--- config.mk ---
export PLATFORM = sky130hd
export DESIGN_NAME = id_ex_stage
export DESIGN_NICKNAME = d
export VERILOG_FILES = /design/src/rtl/id_ex_stage_pkg.sv /design/src/rtl/id_ex_stage_hazard_unit.sv /design/src/rtl/id_ex_stage.sv
export SDC_FILE = /design/constraint.sdc
export NUM_CORES = 1
export LEC_CHECK = 0
export CORE_UTILIZATION = 35
export DETAILED_ROUTE_END_ITERATION = 6
export DONT_BUFFER_PORTS = 1
export PLACE_DENSITY_LB_ADDON = 0.05
export SYNTH_ARGS = -nofsm -noshare
export SYNTH_HDL_FRONTEND = slang
export SYNTH_SLANG_ARGS = --single-unit
--- constraint.sdc ---
create_clock -name clk -period 1.9 [get_ports clk]
set_clock_uncertainty 0.05 [all_clocks]
set_input_delay 0.19 -clock clk [delete_from_list [all_inputs] [get_ports clk]]
set_output_delay 0.19 -clock clk [all_outputs]
set_load 0.02 [all_outputs]
--- src/rtl/id_ex_stage_pkg.sv ---
// ---------------------------------------------------------------------------
// aluPkg
// Shared types for the ID/EX pipeline stage:
//   aluop_t       - ALU opcode encoding carried on id_op / ex_op
//   stage_state_t - hazard FSM states (RUN, BUBBLE)
//   fwd_sel_t     - operand source select (register file, EX/MEM, MEM/WB)
// Also provides fwdSelect(), which picks the operand source for one
// source register index.
// ---------------------------------------------------------------------------
package aluPkg;

  typedef enum logic [4:0] {
    ALU_NOP  = 5'd0,
    ALU_ADD  = 5'd1,
    ALU_SUB  = 5'd2,
    ALU_AND  = 5'd3,
    ALU_OR   = 5'd4,
    ALU_XOR  = 5'd5,
    ALU_SLL  = 5'd6,
    ALU_SRL  = 5'd7,
    ALU_SRA  = 5'd8,
    ALU_SLT  = 5'd9,
    ALU_SLTU = 5'd10
  } aluop_t;

  typedef enum logic {
    RUN    = 1'b0,
    BUBBLE = 1'b1
  } stage_state_t;

  typedef enum logic [1:0] {
    FWD_RF  = 2'd0,
    FWD_MEM = 2'd1,
    FWD_WB  = 2'd2
  } fwd_sel_t;

  // Longest run of consecutive bubbles the non-forwarding build inserts
  // for a single instruction; by then the producer has reached the
  // register file.
  localparam logic [1:0] MAX_RAW_BUBBLES = 2'd3;

  // EX/MEM wins over MEM/WB because it holds the younger write.
  // Register 0 is hard-wired, so it never forwards.
  function automatic fwd_sel_t fwdSelect(input logic [4:0] rs,
                                         input logic [4:0] memRd,
                                         input logic       memWbEn,
                                         input logic [4:0] wbRd,
                                         input logic       wbWbEn);
    fwd_sel_t sel;
    sel = FWD_RF;
    if (rs != 5'd0) begin
      if (memWbEn && (memRd == rs)) begin
        sel = FWD_MEM;
      end else if (wbWbEn && (wbRd == rs)) begin
        sel = FWD_WB;
      end
    end
    return sel;
  endfunction

endpackage

--- src/rtl/id_ex_stage_hazard_unit.sv ---
// ---------------------------------------------------------------------------
// hazard_unit
// Decides whether the ID/EX stage may accept the instruction in ID this
// cycle, and owns the RUN/BUBBLE state machine.
// Build option: ID_EX_FWD_EN
//   defined   - only load-use hazards stall, for exactly one extra cycle
//   undefined - any RAW match against EX, MEM or WB stalls, at most
//               MAX_RAW_BUBBLES bubbles in a row
// Ports:
//   i_clk, i_rst        clock, synchronous active-high reset
//   i_flush             branch redirect, returns FSM to RUN
//   i_idValid           instruction present in ID
//   i_rsA, i_rsB        source registers, i_useImm masks i_rsB
//   i_exValid/WbEn/Load/Rd  instruction currently held in the EX registers
//   i_memRd/WbEn, i_wbRd/WbEn  downstream producers
//   o_idReady           stage accepts id_* this cycle
// ---------------------------------------------------------------------------
module hazard_unit
  import aluPkg::*;
(
  input  logic       i_clk,
  input  logic       i_rst,
  input  logic       i_flush,
  input  logic       i_idValid,
  input  logic [4:0] i_rsA,
  input  logic [4:0] i_rsB,
  input  logic       i_useImm,
  input  logic       i_exValid,
  input  logic       i_exWbEn,
  input  logic       i_exLoad,
  input  logic [4:0] i_exRd,
  input  logic [4:0] i_memRd,
  input  logic       i_memWbEn,
  input  logic [4:0] i_wbRd,
  input  logic       i_wbWbEn,
  output logic       o_idReady
);

  stage_state_t r_state;

`ifdef ID_EX_FWD_EN

  logic w_loadUse;
  logic w_unused;

  // A load's data is not available to forward until it leaves MEM, so a
  // consumer directly behind it must wait.
  assign w_loadUse = i_exValid && i_exLoad && (i_exRd != 5'd0) &&
                     ((i_exRd == i_rsA) || (!i_useImm && (i_exRd == i_rsB)));

  assign o_idReady = !i_rst && (r_state == RUN) && !w_loadUse;

  assign w_unused = ^{i_exWbEn, i_memRd, i_memWbEn, i_wbRd, i_wbWbEn};

  // BUBBLE lasts one cycle; after it the load sits in WB and forwards.
  always_ff @(posedge i_clk) begin
    if (i_rst || i_flush) begin
      r_state <= RUN;
    end else if ((r_state == RUN) && w_loadUse && i_idValid) begin
      r_state <= BUBBLE;
    end else begin
      r_state <= RUN;
    end
  end

`else

  logic [1:0] r_cnt;
  logic       w_hitA;
  logic       w_hitB;
  logic       w_raw;
  logic       w_stall;
  logic       w_unused;

  // Without forwarding, any in-flight writer of a source must retire first.
  assign w_hitA = (i_rsA != 5'd0) &&
                  ((i_exValid && i_exWbEn && (i_exRd == i_rsA)) ||
                   (i_memWbEn && (i_memRd == i_rsA)) ||
                   (i_wbWbEn && (i_wbRd == i_rsA)));
  assign w_hitB = (i_rsB != 5'd0) &&
                  ((i_exValid && i_exWbEn && (i_exRd == i_rsB)) ||
                   (i_memWbEn && (i_memRd == i_rsB)) ||
                   (i_wbWbEn && (i_wbRd == i_rsB)));
  assign w_raw  = i_idValid && (w_hitA || (!i_useImm && w_hitB));

  // Once the cap is reached the producer has written the register file,
  // so the instruction issues even if the match is still visible.
  assign w_stall   = w_raw && !((r_state == BUBBLE) && (r_cnt == MAX_RAW_BUBBLES));
  assign o_idReady = !i_rst && !w_stall;

  assign w_unused = i_exLoad;

  // r_cnt counts the bubbles already inserted for the waiting instruction.
  always_ff @(posedge i_clk) begin
    if (i_rst || i_flush) begin
      r_state <= RUN;
      r_cnt   <= 2'd0;
    end else if (w_stall) begin
      r_state <= BUBBLE;
      r_cnt   <= r_cnt + 2'd1;
    end else begin
      r_state <= RUN;
      r_cnt   <= 2'd0;
    end
  end

`endif

endmodule

--- src/rtl/id_ex_stage.sv ---
// ---------------------------------------------------------------------------
// id_ex_stage
// ID/EX pipeline register with operand forwarding and hazard stalling.
// Build option: ID_EX_FWD_EN enables EX/MEM and MEM/WB forwarding with a
// one-cycle load-use bubble; without it operands come straight from the
// register file and RAW hazards stall.
// Ports:
//   clk, rst                         clock, synchronous active-high reset
//   id_valid / id_ready              handshake with decode
//   id_rs_a, id_rs_b                 source register indices
//   id_rdata_a, id_rdata_b           register-file read data
//   id_imm, id_use_imm               immediate replaces operand B
//   id_op, id_rd, id_wb_en, id_load  opcode and sideband
//   flush                            kill the stage contents
//   mem_rd/wb_en/result              EX/MEM producer
//   wb_rd/wb_en/result               MEM/WB producer
//   ex_valid, ex_a, ex_b, ex_op, ex_rd, ex_wb_en, ex_load  registered outputs
// ---------------------------------------------------------------------------
module id_ex_stage
  import aluPkg::*;
#(
  parameter int N = 32
) (
  input  logic         clk,
  input  logic         rst,
  input  logic         id_valid,
  output logic         id_ready,
  input  logic [4:0]   id_rs_a,
  input  logic [4:0]   id_rs_b,
  input  logic [N-1:0] id_rdata_a,
  input  logic [N-1:0] id_rdata_b,
  input  logic [N-1:0] id_imm,
  input  logic         id_use_imm,
  input  logic [4:0]   id_op,
  input  logic [4:0]   id_rd,
  input  logic         id_wb_en,
  input  logic         id_load,
  input  logic         flush,
  input  logic [4:0]   mem_rd,
  input  logic         mem_wb_en,
  input  logic [N-1:0] mem_result,
  input  logic [4:0]   wb_rd,
  input  logic         wb_wb_en,
  input  logic [N-1:0] wb_result,
  output logic         ex_valid,
  output logic [N-1:0] ex_a,
  output logic [N-1:0] ex_b,
  output logic [4:0]   ex_op,
  output logic [4:0]   ex_rd,
  output logic         ex_wb_en,
  output logic         ex_load
);

  logic         w_idReady;
  logic [N-1:0] w_opA;
  logic [N-1:0] w_opB;

  logic         r_exValid;
  logic [N-1:0] r_exA;
  logic [N-1:0] r_exB;
  logic [4:0]   r_exOp;
  logic [4:0]   r_exRd;
  logic         r_exWbEn;
  logic         r_exLoad;

`ifdef ID_EX_FWD_EN

  fwd_sel_t     w_selA;
  fwd_sel_t     w_selB;
  logic [N-1:0] w_fwdB;

  assign w_selA = fwdSelect(id_rs_a, mem_rd, mem_wb_en, wb_rd, wb_wb_en);
  assign w_selB = fwdSelect(id_rs_b, mem_rd, mem_wb_en, wb_rd, wb_wb_en);

  // The immediate bypasses forwarding entirely for operand B.
  always_comb begin
    w_opA  = id_rdata_a;
    w_fwdB = id_rdata_b;
    case (w_selA)
      FWD_MEM: w_opA = mem_result;
      FWD_WB:  w_opA = wb_result;
      default: w_opA = id_rdata_a;
    endcase
    case (w_selB)
      FWD_MEM: w_fwdB = mem_result;
      FWD_WB:  w_fwdB = wb_result;
      default: w_fwdB = id_rdata_b;
    endcase
    w_opB = id_use_imm ? id_imm : w_fwdB;
  end

`else

  logic [N-1:0] w_unused;

  assign w_opA    = id_rdata_a;
  assign w_opB    = id_use_imm ? id_imm : id_rdata_b;
  assign w_unused = mem_result ^ wb_result;

`endif

  hazard_unit u_hazard (
    .i_clk     (clk),
    .i_rst     (rst),
    .i_flush   (flush),
    .i_idValid (id_valid),
    .i_rsA     (id_rs_a),
    .i_rsB     (id_rs_b),
    .i_useImm  (id_use_imm),
    .i_exValid (r_exValid),
    .i_exWbEn  (r_exWbEn),
    .i_exLoad  (r_exLoad),
    .i_exRd    (r_exRd),
    .i_memRd   (mem_rd),
    .i_memWbEn (mem_wb_en),
    .i_wbRd    (wb_rd),
    .i_wbWbEn  (wb_wb_en),
    .o_idReady (w_idReady)
  );

  assign id_ready = w_idReady;

  // Flush, stall and an empty ID slot all load a bubble: only the flags
  // clear, the data fields keep their last values.
  always_ff @(posedge clk) begin
    if (rst) begin
      r_exValid <= 1'b0;
      r_exA     <= '0;
      r_exB     <= '0;
      r_exOp    <= 5'd0;
      r_exRd    <= 5'd0;
      r_exWbEn  <= 1'b0;
      r_exLoad  <= 1'b0;
    end else if (id_valid && w_idReady && !flush) begin
      r_exValid <= 1'b1;
      r_exA     <= w_opA;
      r_exB     <= w_opB;
      r_exOp    <= id_op;
      r_exRd    <= id_rd;
      r_exWbEn  <= id_wb_en;
      r_exLoad  <= id_load;
    end else begin
      r_exValid <= 1'b0;
      r_exWbEn  <= 1'b0;
      r_exLoad  <= 1'b0;
    end
  end

  assign ex_valid = r_exValid;
  assign ex_a     = r_exA;
  assign ex_b     = r_exB;
  assign ex_op    = r_exOp;
  assign ex_rd    = r_exRd;
  assign ex_wb_en = r_exWbEn;
  assign ex_load  = r_exLoad;

endmodule

==> flow_summary.yaml <==
worst_hold_path:
  worst_hold_path.num_cells: 2
  min_to: "ex_b[2]$_SDFFE_PP0P_"
  holdCritStartpoint: "id_rdata_b[2]"
  hold_class: "in -> reg"
global_route:
  grt_remaining_overflow: 0
  grt_pass1_wl_um: 15800
  first_global_vias: 3131
  all_layer_global_routing_usage_pct: 18.0
  antenna_found_initial: 0
  pin_count_of_the_biggest_net_entering_global_routing: 46
clock_network:
  path_clk_slew_ns: 0.08
  clock_latency_ns: 0.35
  cts_sinks: 80
  clk_path_buf_depth: 2
  ctsHtreeMaxLevel: 3
  cts-buffers-inserted: 9
  tritoncts_clock_tree: "built"
  ctsRootBufferMaster: "sky130_fd_sc_hd__clkbuf_8"
worst_setup_path:
  reg2reg_depth: 8
  critical_path.n_buffers_inverters: 2
  timing.critical_path.from_type: "register"
  cp-end-kind: "primary output"
  worstPathRequired_ns: 1.66
  reg2reg_from: "ex_rd[3]$_SDFFE_PP0P_"
  cpPeakStageDelay_ns: 0.36
  critical-path-top-cell-by-count: "sky130_fd_sc_hd__nor3_2"
  critPathMaxFanout: 3
  critical-path-slowest-cell: "sky130_fd_sc_hd__dfxtp_2"
  endpoint_arrival_time_on_the_critical_path_ns: 1.77
  r2r_slack_ns: -0.06
  terminus_of_the_critical_flop_to_flop_path: "ex_a[16]$_SDFFE_PP0P_"
  worstPathCellList: "buf_6 -> xor2_2 -> nor3_2 -> nor3_2 -> o22a_1 -> nor2b_1 -> buf_4"
  worst_setup_path_startpoint: "ex_rd[1]$_SDFFE_PP0P_"
  critical_path.top_delay_family: "simple AND/OR/NAND/NOR gates"
  critPathKind: "reg -> out"
floorplanning:
  rows: 37
  die-height_um: 107
  io_pins: 277
  floorplan.die_area_sq_um: 11400
  initial_utilization_pct: 36.6
  die_w_um: 107
  placeableCoreArea_sq_um: 10500
drt:
  detailroute.via_count: 2916
  drt-initial-drc-count: 68
  final_antenna_net_count: 0
  routedWlPerCell_um: 17.5
  via_per_inst: 4.85
  wirelength_um: 10500
  drcViolationCount: 0
  total_iterations_of_the_first_detailed_routing_run: 3
logic_synthesis:
  area_leader_netlist: "sky130_fd_sc_hd__dfxtp_1"
  unique_masters_post_synth: 27
  asyncSetResetFlopFracSynth_pct: 0
  post_synth_xor_area_fraction_pct: 6.86
  synth_adder_area_share_pct: 0.327
  syn-mean-instance-area_sq_um: 11.1
  netlist_top_cells_area: "sky130_fd_sc_hd__dfxtp_1 (42%), sky130_fd_sc_hd__mux2i_1 (17%), sky130_fd_sc_hd__mux2_2 (7.4%)"
  yosys-mux-area-fraction_pct: 30.8
  syn_area_sq_um: 3830
  synth-edff-count: 0
  ys_seq_area_share_pct: 41.8
  combinational_family_with_the_most_area_after_synthesis: "multiplexers"
  flop_and_latch_count_out_of_synthesis: 80
  simple_gate_fraction_of_synth_area_pct: 16.3
  synth_nets: 544
  synth_cells: 344
  synthesis.yosys.warnings: 0
  yosys_most_used_dff: "sky130_fd_sc_hd__dfxtp_1"
  synth-compound-area-share_pct: 0.948
  synth.top_cell.area_share_pct: 41.8
power:
  power.static_leakage_nw: 2.49
  power.ir.vdd_worst_v: 0.000410
  power_density_over_the_cells_nw_per_um2: 690
place:
  gp_routability_congestion: 0.776
  place_hpwl_um: 6250
  placement.io_buffers: 0
  detailed_place.area_sq_um: 4060
  place.detailed.instances: 479
sta:
  period_share_pct: 106
  timing.final.setup_violations: 43
  worst_slew_margin_rel_pct: 78.2
  fmax_mhz: 498
  hold_slack_ns: 0.0106
  setup_repair_after_global_routing_missed_its_margin: "yes"
  max_slew.worst_pin.slew_ns: 0.325
  timing.final.max_slew_violations: 0
  finalCriticalPeriod_ns: 2.01
  report.final.hold_viol_count: 0
  fin_ws_ns: -0.109
final_layout:
  insertedDiodeCount: 0
  final_common_cell: "sky130_fd_sc_hd__dlygate4sd3_1"
  post_route_cells_drive_above_1_share_pct: 21.3
  mostFrequentLayoutCells: "sky130_fd_sc_hd__dlygate4sd3_1 (97), sky130_fd_sc_hd__dfxtp_1 (74), sky130_fd_sc_hd__mux2i_1 (64)"
  finalNetCount: 661
  syn_to_final_growth_pct: 43.2
  fillCellCount: 977
  postLayoutCellArea_sq_um: 5480
  multi_input_comb_area_sq_um: 2160
  ff_latch_area_sq_um: 1610
  finalNonFillerCells: 601
run:
  maxCapViolCount: 0
status:
  violations: "negative setup slack"
  status: "complete, but fails checks"
-- worst max path at each step --
stage	to	slack (ns)	depth (start not counted)
global route	id_ready	-0.21	7
global placement	ex_b[28]$_SDFFE_PP0P_	-0.13	8
finish	id_ready	-0.11	7
detailed placement	ex_b[31]$_SDFFE_PP0P_	-0.15	8
CTS	id_ready	-0.13	7
floorplan	ex_rd[0]$_SDFFE_PP0P_	0.03	8
-- layer usage --
layer  track usage [%]  vias up  part of all wire [%]
li1                  -     1405                     -
met1              19.5     1389                    39
met2              33.2      115                    52
met3              5.96        7                   7.8
met4              4.99        0                  0.72
met5                 0        -                     0
-- Yosys cell counts (3+ instances only) --
library cell,number
sky130_fd_sc_hd__dfxtp_1,80
sky130_fd_sc_hd__mux2i_1,64
sky130_fd_sc_hd__nor2b_1,43
sky130_fd_sc_hd__nand2b_1,32
sky130_fd_sc_hd__mux2_2,25
sky130_fd_sc_hd__xor2_1,18
sky130_fd_sc_hd__mux2_4,17
sky130_fd_sc_hd__clkbuf_1,12
sky130_fd_sc_hd__xnor2_1,12
sky130_fd_sc_hd__and3_1,6
sky130_fd_sc_hd__nor3_1,5
sky130_fd_sc_hd__nor4_1,5
sky130_fd_sc_hd__buf_2,3
sky130_fd_sc_hd__buf_6,3
sky130_fd_sc_hd__nand2_1,3
-- power breakdown --
group	leakage, nW	total, mW	internal, mW	switching [mW]
clock network	0.0883	1.24	0.601	0.637
registers	0.658	1.95	1.78	0.178
logic	1.74	0.592	0.405	0.187
-- state kept, by name, summed over array words and instances, names as in the netlist --
register          cells
ex_a                 32
ex_b                 32
ex_op                 5
ex_rd                 5
u_hazard.r_cnt        2
ex_load               1
ex_valid              1
ex_wb_en              1
u_hazard.r_state      1
-- per-stage QoR --
step / power [mW] / worst slack (ns) / TNS [ns] / utilization (%)
3_3_place_gp: 2.34 / -0.129 / -5.36 / 38.8
6_report: 3.78 / -0.109 / -1.68 / 52.4
5_1_grt: 3.97 / -0.210 / -9.37 / 52.4
3_5_place_dp: 2.35 / -0.150 / -7.02 / 38.8
2_1_floorplan: 2.29 / 0.0260 / 0 / -
4_1_cts: 3.80 / -0.134 / -3.89 / 50.4
-- layout make-up --
type                            instances  area share, %
Multi-Input combinational cell        243           39.3
Tap cell                              136           3.10
Clock inverter                          5           1.07
Inverter                                1         0.0685
Clock buffer                           10           2.33
Sequential cell                        80           29.3
Timing Repair Buffer                  126           24.7
-- logic make-up (layout without fill, tap and decap cells) --
kind of cell,count (synthesis),after routing
xor gates and xnor gates,30,30
muxes,106,106
adders and majority gates,1,1
buffers and inverters,21,142
and+or+nand+nor,102,102
AOI/OAI and AO/OA,4,4
DFF,80,80
-- repair_timing --
action,4_1_cts,5_1_grt
endpoints found under the hold margin,78,2
hold buffers,95,3
endpoints found under the setup margin,67,69
resized for setup,7,16
pin swaps,2,5
gates cloned,1,4
buffers inserted,2,2
(Power assumes the default switching activity.)
